===== src/rtl/nibble_serial_adder_if.sv =====
// nibble_serial_adder_if: operand/result bundle for nibble_serial_adder.
//   master: operand source / result consumer (drives start, A, B, Cin)
//   slave : the adder (drives busy, done, SUM, Cout and, with OVF_DETECT_EN, V)
//   start  request, sampled only while the adder is idle
//   A, B   WIDTH-bit operands, Cin carry-in (captured with start)
//   busy   high while an add is in flight or completing
//   done   one-cycle pulse, SUM/Cout (and V) valid
//   SUM    WIDTH-bit result, Cout final carry, V signed overflow (optional)
interface nibble_serial_adder_if #(
   parameter int unsigned WIDTH = 16
);
   logic             start;
   logic [WIDTH-1:0] A;
   logic [WIDTH-1:0] B;
   logic             Cin;
   logic             busy;
   logic             done;
   logic [WIDTH-1:0] SUM;
   logic             Cout;
`ifdef OVF_DETECT_EN
   logic             V;

   modport master (output start, A, B, Cin, input busy, done, SUM, Cout, V);
   modport slave  (input start, A, B, Cin, output busy, done, SUM, Cout, V);
`else
   modport master (output start, A, B, Cin, input busy, done, SUM, Cout);
   modport slave  (input start, A, B, Cin, output busy, done, SUM, Cout);
`endif
endinterface


===== src/rtl/nibble_serial_adder.sv =====
// nibble_serial_adder: multi-cycle WIDTH-bit adder that pushes one nibble per
// cycle through a 4-bit ripple slice built from four full-adder cells, carrying
// between nibbles through a registered carry.
// Ports:
//   clk  rising-edge clock
//   rst  asynchronous active-high reset
//   bus  nibble_serial_adder_if.slave (start/A/B/Cin in, busy/done/SUM/Cout out)
// Optional feature macro: OVF_DETECT_EN adds the signed-overflow output V.
// WIDTH must be a multiple of 4 and at least 4.
module nibble_serial_adder #(
   parameter int unsigned WIDTH = 16
) (
   input logic                   clk,
   input logic                   rst,
   nibble_serial_adder_if.slave  bus
);

   localparam int unsigned NIB  = WIDTH / 4;
   localparam int unsigned IDXW = (NIB > 1) ? $clog2(NIB) : 1;
   localparam logic [IDXW-1:0] LAST_IDX = IDXW'(NIB - 1);

   localparam logic [1:0] S_IDLE = 2'd0;
   localparam logic [1:0] S_RUN  = 2'd1;
   localparam logic [1:0] S_DONE = 2'd2;

   // Reject unsupported widths at elaboration
   generate
      if ((WIDTH < 4) || ((WIDTH % 4) != 0)) begin : g_width_check
         $error("nibble_serial_adder: WIDTH must be a multiple of 4 and >= 4");
      end
   endgenerate

   logic [1:0]       state_q, state_d;
   logic [WIDTH-1:0] opa_q, opa_d;
   logic [WIDTH-1:0] opb_q, opb_d;
   logic             carry_q, carry_d;
   logic [IDXW-1:0]  idx_q, idx_d;
   logic [WIDTH-1:0] sum_q, sum_d;
   logic             cout_q, cout_d;
   logic             busy_q, busy_d;
   logic             done_q, done_d;
`ifdef OVF_DETECT_EN
   logic             v_q, v_d;
`endif

   logic [3:0] nib_a;
   logic [3:0] nib_b;
   logic [3:0] nib_s;
   logic [4:0] c;

   // 4-bit ripple slice on the currently selected nibble; c[3] is the carry
   // into the nibble MSB, c[4] the carry out of it
   always_comb begin
      nib_a = opa_q[{idx_q, 2'b00} +: 4];
      nib_b = opb_q[{idx_q, 2'b00} +: 4];
      nib_s = '0;
      c     = '0;
      c[0]  = carry_q;
      for (int j = 0; j < 4; j++) begin
         nib_s[j]  = nib_a[j] ^ nib_b[j] ^ c[j];
         c[j+1]    = (nib_a[j] & nib_b[j]) | (nib_a[j] & c[j]) | (nib_b[j] & c[j]);
      end
   end

   // Next-state and next-output logic
   always_comb begin
      state_d = state_q;
      opa_d   = opa_q;
      opb_d   = opb_q;
      carry_d = carry_q;
      idx_d   = idx_q;
      sum_d   = sum_q;
      cout_d  = cout_q;
`ifdef OVF_DETECT_EN
      v_d     = v_q;
`endif
      case (state_q)
         S_IDLE: begin
            if (bus.start) begin
               opa_d   = bus.A;
               opb_d   = bus.B;
               carry_d = bus.Cin;
               idx_d   = '0;
`ifdef OVF_DETECT_EN
               v_d     = 1'b0;
`endif
               state_d = S_RUN;
            end
         end
         S_RUN: begin
            sum_d[{idx_q, 2'b00} +: 4] = nib_s;
            carry_d = c[4];
            if (idx_q == LAST_IDX) begin
               cout_d  = c[4];
`ifdef OVF_DETECT_EN
               v_d     = c[3] ^ c[4];
`endif
               idx_d   = '0;
               state_d = S_DONE;
            end else begin
               idx_d = idx_q + 1'b1;
            end
         end
         S_DONE: begin
            state_d = S_IDLE;
         end
         default: begin
            state_d = S_IDLE;
         end
      endcase
      busy_d = (state_d != S_IDLE);
      done_d = (state_d == S_DONE);
   end

   // State and datapath registers
   always_ff @(posedge clk or posedge rst) begin
      if (rst) begin
         state_q <= S_IDLE;
         opa_q   <= '0;
         opb_q   <= '0;
         carry_q <= 1'b0;
         idx_q   <= '0;
         sum_q   <= '0;
         cout_q  <= 1'b0;
         busy_q  <= 1'b0;
         done_q  <= 1'b0;
`ifdef OVF_DETECT_EN
         v_q     <= 1'b0;
`endif
      end else begin
         state_q <= state_d;
         opa_q   <= opa_d;
         opb_q   <= opb_d;
         carry_q <= carry_d;
         idx_q   <= idx_d;
         sum_q   <= sum_d;
         cout_q  <= cout_d;
         busy_q  <= busy_d;
         done_q  <= done_d;
`ifdef OVF_DETECT_EN
         v_q     <= v_d;
`endif
      end
   end

   assign bus.busy = busy_q;
   assign bus.done = done_q;
   assign bus.SUM  = sum_q;
   assign bus.Cout = cout_q;
`ifdef OVF_DETECT_EN
   assign bus.V    = v_q;
`endif

endmodule


===== src/flat_wrapper.sv =====
// flat-port wrapper written by rule: the top's interface ports become plain ports
module nibble_serial_adder_flat 
#(
   parameter int unsigned WIDTH = 16
)
  (clk, rst, bus_start, bus_A, bus_B, bus_Cin, bus_busy, bus_done, bus_SUM, bus_Cout);
  nibble_serial_adder_if #(.WIDTH(WIDTH)) bus_i ();
  input logic clk;
  input logic rst;
  input wire logic [$bits(bus_i.start)-1:0] bus_start;
  input wire logic [$bits(bus_i.A)-1:0] bus_A;
  input wire logic [$bits(bus_i.B)-1:0] bus_B;
  input wire logic [$bits(bus_i.Cin)-1:0] bus_Cin;
  output wire logic [$bits(bus_i.busy)-1:0] bus_busy;
  output wire logic [$bits(bus_i.done)-1:0] bus_done;
  output wire logic [$bits(bus_i.SUM)-1:0] bus_SUM;
  output wire logic [$bits(bus_i.Cout)-1:0] bus_Cout;
  assign bus_i.start = bus_start;
  assign bus_i.A = bus_A;
  assign bus_i.B = bus_B;
  assign bus_i.Cin = bus_Cin;
  assign bus_busy = bus_i.busy;
  assign bus_done = bus_i.done;
  assign bus_SUM = bus_i.SUM;
  assign bus_Cout = bus_i.Cout;
  nibble_serial_adder #(.WIDTH(WIDTH)) u_core (.clk(clk), .rst(rst), .bus(bus_i));
endmodule

===== config.mk =====
export PLATFORM = sky130hd
export DESIGN_NAME = nibble_serial_adder_flat
export DESIGN_NICKNAME = d
export VERILOG_FILES = /design/src/rtl/nibble_serial_adder_if.sv /design/src/rtl/nibble_serial_adder.sv /design/src/flat_wrapper.sv
export SDC_FILE = /design/constraint.sdc
export NUM_CORES = 1
export LEC_CHECK = 0
export CAP_MARGIN = 10
export CORE_UTILIZATION = 46
export DETAILED_ROUTE_END_ITERATION = 7
export GPL_TIMING_DRIVEN = 1
export PLACE_DENSITY_LB_ADDON = 0.1
export SLEW_MARGIN = 20
export SYNTH_ARGS = -nofsm -noshare
export SYNTH_HDL_FRONTEND = slang
export SYNTH_SLANG_ARGS = --single-unit

===== constraint.sdc =====
create_clock -name clk -period 2.8 [get_ports clk]
set_input_delay 0.28 -clock clk [delete_from_list [all_inputs] [get_ports clk]]
set_output_delay 0.28 -clock clk [all_outputs]
set_load 0.05 [all_outputs]

==> run summary, run 1 <==
share of post-route cells with drive strength above 1 -> 27.57%
CP Data Arrival Time -> 2930 ps
CTS Root Cell -> sky130_fd_sc_hd__clkbuf_8
final setup violation count -> 0
share of the synthesized area in the top cell type -> 54.05%
count of cells along the worst register-to-register path -> 9
Detail Route Antenna Nets -> 0
maximum clock skew at final layout -> 12.33 ps
drt pass-1 iters -> 4
number of cells in the finished layout apart from fillers -> 313
peak fanout along the critical path -> 5
post-synth design cell area -> 2592 sq um
Setup crit start -> u_core.idx_q[0]
Worst R2R End -> u_core.bus.SUM[7]
antenna diode count -> 0
GRT Residual Overflow -> 0
areal power density over the cells -> 1273 nW/um^2
routed length per placed instance -> 15.62 um
Primary FF master, synth -> sky130_fd_sc_hd__dfrtp_1
achievable clock frequency -> 0.3704 GHz
count of synthesis-stage warnings from yosys -> 0
synthesized flop and latch total -> 56
number of antenna violations at the first check in global routing -> 0
maxcap violations -> 0
pin count of the biggest net entering global routing -> 33
utilization of the core after routing -> 62.99%
largest buffer count on any clock path -> 2
number of clock sinks seen by CTS -> 56
post-DP HPWL -> 3769 um
part of the cycle the worst path needs -> 96.42%
worst hold slack -> 284.4 ps
placement-stage worst setup slack -> 46.76 ps
Top Ports -> 55
H-tree levels -> 2
number of enable-type register cells in the synthesized netlist -> 0
worst-case headroom to the max-slew limit -> 66.32%
routability congestion estimate -> 0.7768
number of vias per cell -> 5.291
global-route total usage across every layer -> 18.50%
library cell with the largest summed area after synthesis -> sky130_fd_sc_hd__dfrtp_1
min Tclk post-route -> 2700 ps
Cells after DPL -> 304
first-pass GRT wire length -> 8459 um
reg-to-reg critical path startpoint -> u_core.idx_q[0]
synthesized area per cell -> 14.24 sq um
placement-stage cell area -> 3209 sq um
area of the core region -> 5270 sq um
CP required -> 3030 ps
Post-Route Setup TNS -> 0 ps
startpoint kind of the worst setup timing path -> flop
category of the critical setup timing path -> reg -> reg
Synth area leaders -> sky130_fd_sc_hd__dfrtp_1 (54%), sky130_fd_sc_hd__mux2_2 (13%), sky130_fd_sc_hd__mux4_2 (6.9%)
vertical extent of the die -> 77.07 um
share of the yosys chip area belonging to registers -> 54.05%
post-route cell area -> 3319 sq um
ranking of synthesized cells by instance count -> sky130_fd_sc_hd__dfrtp_1 (56), sky130_fd_sc_hd__mux2_2 (30), sky130_fd_sc_hd__nand2_1 (16)
# port buffers -> 54
via count of the first global-routing pass -> 1704
final count of hold timing violations -> 0
drt total wl -> 4889 um
final setup margin -> 100.1 ps
Max IR drop VDD -> 0.7110 mV
most frequent cell after synthesis -> sky130_fd_sc_hd__dfrtp_1
row count -> 26
number of design-rule violations left by the first detailed-router iteration -> 66
Synth-to-Final Area Change -> 28.04%
result of the run -> completed
Clock transition at path regs -> 100 ps
TritonCTS clock tree -> done
total design power -> 4.227 mW
TritonCTS Buffers -> 5
Synth Net Count -> 228
Leak Pwr -> 1.393 nW
Final Net Count -> 288
RSZ-0062 raised after global routing -> true
worst-skew pair later-pin latency -> 300 ps
transition time at the pin with the least slew margin -> 503.6 ps
via total after detailed routing -> 1656
remaining routing DRC violations -> 0
Max Transition Viols Final -> 0
sort of element at the end of the critical path -> flop
Starting Density -> 49.19%
internal reg-to-reg setup slack -> 100 ps
die area -> 5940 sq um
Chip Width -> 77.07 um
number of library cell types mapped by synthesis -> 34
Worst setup endpoint -> u_core.bus.SUM[7]
path type of the worst min-delay path -> in -> async
fraction of synthesis flops using an asynchronous set or reset pin -> 100.0%
synthesized instance count -> 182
-- report_power, final --
group / leakage [nW] / internal, mW / switching (mW) / total, mW
Combinational: 0.654 / 1.09 / 1.28 / 2.37
Sequential: 0.694 / 1.17 / 0.241 / 1.41
Clock: 0.0455 / 0.202 / 0.242 / 0.445
-- critical path: stages, from the launching register on --
cell	delay [ps]
sky130_fd_sc_hd__dfrtp_2	440
sky130_fd_sc_hd__mux4_2	550
sky130_fd_sc_hd__fa_2	370
sky130_fd_sc_hd__inv_2	60
sky130_fd_sc_hd__fa_2	180
sky130_fd_sc_hd__fa_1	160
sky130_fd_sc_hd__inv_1	50
sky130_fd_sc_hd__fa_2	600
sky130_fd_sc_hd__nand3_2	80
sky130_fd_sc_hd__o21ai_1	130
-- cells in the final DEF, fill, tap and decap left out, types with 4 or more instances in the layout --
cell type                         instances
sky130_fd_sc_hd__clkdlybuf4s50_1         54
sky130_fd_sc_hd__clkbuf_8                 6
sky130_fd_sc_hd__o21ai_1                  4
sky130_fd_sc_hd__mux4_2                   8
sky130_fd_sc_hd__mux2_2                  30
sky130_fd_sc_hd__buf_4                    7
sky130_fd_sc_hd__ha_1                     6
sky130_fd_sc_hd__dfrtp_1                 55
sky130_fd_sc_hd__inv_1                    7
sky130_fd_sc_hd__o31ai_1                  4
sky130_fd_sc_hd__nand2_1                 16
-- worst min path at each step --
stage	start	to	cells after the start
after CTS	rst	u_core.bus.SUM[6]	2
after global routing	rst	u_core.idx_q[0]	2
after detailed placement	u_core.bus.SUM[15]	u_core.bus.SUM[15]	2
after floorplan	bus_A[2]	u_core.opa_q[2]	1
after global placement	u_core.bus.SUM[14]	u_core.bus.SUM[14]	2
final	rst	u_core.bus.SUM[5]	2
-- state kept, by name (all words and copies together) (netlist names) --
name             flops
u_core.bus.Cout      1
u_core.bus.SUM      16
u_core.state_q       2
u_core.carry_q       1
u_core.bus.done      1
u_core.opb_q        16
u_core.idx_q         2
u_core.bus.busy      1
u_core.opa_q        16
-- final cells by class --
class	count	area, sq um
Fill cell	431	1951
Sequential cell	56	1403
Multi-Input combinational cell	109	1112
Timing Repair Buffer	61	593.1
Clock buffer	8	90.09
Tap cell	70	87.58
Inverter	9	33.78
-- cells by family after synthesis --
logic type,share of synthesized area [%]
simple gates,9.508
fa+ha+maj,5.985
buf+inv,3.523
compound gates,5.647
mux,21.28
flops,54.05
-- metal layers --
layer | GRT usage (%) | routed length, um
met1 | 24.38 | 2173
met2 | 30.45 | 2457
met3 | 3.333 | 151
met4 | 7.170 | 107
met5 | 0 | 0
-- timing repair --
item | CTS | global route
hold buffers | 0 | 0
resized for setup | 0 | 7
setup endpoints to repair | 0 | 4
setup buffers | 0 | 1
Note: power is estimated with default switching activity, not from simulation.
==> run 2, diff against run 1 <==
Settings changed: CTS_BUF_LIST from default to sky130_fd_sc_hd__clkbuf_16.
==> run 2 against run 1 <==
Compared with the run above: register-to-register slack is essentially flat; largest power group unchanged; maximum frequency shrank 0.52%; critical path depth shrank 1; clock skew shrank 2.2 ps; setup slack lost 14 ps; hold slack gained 27 ps; combinational power is essentially flat; count of clock-buffer cells in the layout shrank 3; sequential power is essentially flat; via count shrank 0.30%.
==> run summary, run 2 (synthesized netlist as in run 1, its figures left out) <==
part of the cycle the worst path needs -> 96.93% (+0.51 points)
pin count of the biggest net entering global routing -> 33 (unchanged)
Top Ports -> 55 (unchanged)
Metal-1 WL -> 2190 um (+0.78%)
routed length per placed instance -> 15.75 um (+0.84%)
TritonCTS clock tree -> done
global-route total usage across every layer -> 18.59% (+0.099 points)
die area -> 5940 sq um (unchanged)
achievable clock frequency -> 0.3685 GHz (-0.52%)
worst-case headroom to the max-slew limit -> 66.49% (+0.17 points)
Worst path slowest cell -> sky130_fd_sc_hd__fa_2
Post-CTS Hold Buffers -> 0 (unchanged)
maxcap violations -> 0 (unchanged)
CP Data Arrival Time -> 2890 ps (-40 ps)
CP required -> 2970 ps (-60 ps)
result of the run -> completed
final setup margin -> 85.95 ps (-14.16 ps)
final count of hold timing violations -> 0 (unchanged)
remaining routing DRC violations -> 0 (unchanged)
worst-skew pair later-pin latency -> 290 ps (about the same)
Detail Route Antenna Nets -> 0 (unchanged)
total design power -> 4.331 mW (+2.5%)
Final Net Count -> 288 (unchanged)
uppermost layer routed -> met4
RSZ-0062 raised after global routing -> false
most common cell after layout, fill and taps aside -> sky130_fd_sc_hd__dfrtp_1
number of clock sinks seen by CTS -> 56 (unchanged)
number of cells in the finished layout apart from fillers -> 313 (unchanged)
placement-stage worst setup slack -> 46.76 ps (unchanged)
number of antenna violations at the first check in global routing -> 0 (unchanged)
buffers plus inverters on the worst setup path -> 2 (unchanged)
total area of sequential cells -> 1403 sq um (unchanged)
GRT Residual Overflow -> 0 (unchanged)
category of the critical setup timing path -> reg -> reg
vertical extent of the die -> 77.07 um (unchanged)
WL met3 -> 140 um (-7.3%)
share of post-route cells with drive strength above 1 -> 25.93% (-1.6 points)
Clock transition at path regs -> 70 ps (-30 ps)
cell type group with the largest total delay on the critical path -> adder cells
delay of the slowest critical-path stage -> 490 ps (-110 ps)
Synth-to-Final Area Change -> 29.54%
area taken by multi-input logic gates -> 1105 sq um (-0.68%)
# port buffers -> 54 (unchanged)
maximum clock skew at final layout -> 10.12 ps (-2.207 ps)
areal power density over the cells -> 1290 nW/um^2 (+1.3%)
Post-Route Setup TNS -> 0 ps (unchanged)
area of the core region -> 5270 sq um (unchanged)
number of design-rule violations left by the first detailed-router iteration -> 100 (+52%)
count of fill cells added during filler insertion -> 428 (-0.70%)
transition time at the pin with the least slew margin -> 501.1 ps (-2.481 ps)
sort of element at the end of the critical path -> flop
via total after detailed routing -> 1651 (-0.30%)
min Tclk post-route -> 2714 ps (+14.16 ps)
CTS Root Cell -> sky130_fd_sc_hd__clkbuf_16
Max IR drop VDD -> 0.7064 mV (-0.65%)
post-DP HPWL -> 3769 um (unchanged)
largest buffer count on any clock path -> 2 (unchanged)
TritonCTS Buffers -> 5 (unchanged)
antenna diode count -> 0 (unchanged)
Cells after DPL -> 304 (unchanged)
final setup violation count -> 0 (unchanged)
DR WL met2 -> 2524 um (+2.7%)
drt total wl -> 4930 um (+0.84%)
worst hold slack -> 311.2 ps (+26.86 ps)
ordered list of cells on the worst path -> mux4_2 -> fa_2 -> inv_1 -> fa_1 -> fa_1 -> inv_1 -> fa_2 -> a22o_2
routability congestion estimate -> 0.7768 (unchanged)
path type of the worst min-delay path -> in -> async
Starting Density -> 49.19% (unchanged)
number of vias per cell -> 5.275 (-0.30%)
drt pass-1 iters -> 4 (unchanged)
Max Transition Viols Final -> 0 (unchanged)
Leak Pwr -> 1.422 nW (+2.1%)
first-pass GRT wire length -> 8528 um (+0.82%)
startpoint kind of the worst setup timing path -> flop
via count of the first global-routing pass -> 1723 (+1.1%)
peak fanout along the critical path -> 5 (unchanged)
H-tree levels -> 2 (unchanged)
Chip Width -> 77.07 um (unchanged)
row count -> 26 (unchanged)
most frequent cells in the layout -> sky130_fd_sc_hd__dfrtp_1 (55), sky130_fd_sc_hd__clkdlybuf4s50_1 (54), sky130_fd_sc_hd__mux2_2 (30)
run 2: changes by cell type in the layout (fill, tap and decap cells not counted), moves of 2 or more:
cell / before / now
sky130_fd_sc_hd__clkbuf_1: 2 / 0
sky130_fd_sc_hd__clkbuf_16: 0 / 5
sky130_fd_sc_hd__clkbuf_8: 6 / 0
sky130_fd_sc_hd__inv_1: 7 / 10
run 2: power by group:
group / internal, mW / leakage [nW] / switching (mW)
Clock: 0.322 / 0.0738 / 0.257
Combinational: 1.07 / 0.655 / 1.27
Sequential: 1.17 / 0.694 / 0.241
run 2: area by class of cell:
cell class                      count  share of cell area (%)
Multi-Input combinational cell    109                   32.90
Sequential cell                    56                   41.77
Inverter                            9                   1.006
Clock buffer                        5                   3.726
Clock inverter                      3                  0.3353
Tap cell                           70                   2.608
Timing Repair Buffer               61                   17.66
run 2: path summary, 6_finish.rpt:
| path | startpoint | slack [ps] | cells past startpoint | to |
|---|---|---|---|---|
| worst max-delay path | u_core.idx_q[0] | 90 | 8 | u_core.bus.SUM[11] |
| worst min-delay path | rst | 310 | 2 | u_core.idx_q[0] |
| worst max register to register | u_core.idx_q[0] | 90 | 8 | u_core.bus.SUM[11] |
| worst min register to register | u_core.bus.SUM[5] | 490 | 2 | u_core.bus.SUM[5] |
| max in group asynchronous | rst | 1850 | 3 | u_core.opa_q[0] |
| min in group clk | u_core.bus.SUM[5] | 490 | 2 | u_core.bus.SUM[5] |
run 2: metrics by stage:
step | cell area, sq um | util [%]
CTS | 3346 | 63.49
global route | 3358 | 63.72
finish | 3358 | 63.72
floorplan | 2600 | -
global placement | 3209 | 60.90
detailed placement | 3209 | 60.90
run 2: repair_timing:
item / CTS / global route
resized for setup: 0 / 4
setup endpoints to repair: 0 / 4
buffers inserted: 0 / 1
run 2: per-layer routing:
layer  global-route usage, %  vias to the layer above
met5                       0                        -
met1                   24.20                      834
met2                   30.98                       39
met3                   4.048                        8
li1                        -                      770
met4                   6.038                        0
run 2: worst reg2reg max path: stages, from the launching register on:
cell	delay [ps]
sky130_fd_sc_hd__dfrtp_2	450
sky130_fd_sc_hd__mux4_2	370
sky130_fd_sc_hd__fa_2	180
sky130_fd_sc_hd__inv_1	50
sky130_fd_sc_hd__fa_1	370
sky130_fd_sc_hd__fa_1	370
sky130_fd_sc_hd__inv_1	90
sky130_fd_sc_hd__fa_2	490
sky130_fd_sc_hd__a22o_2	240
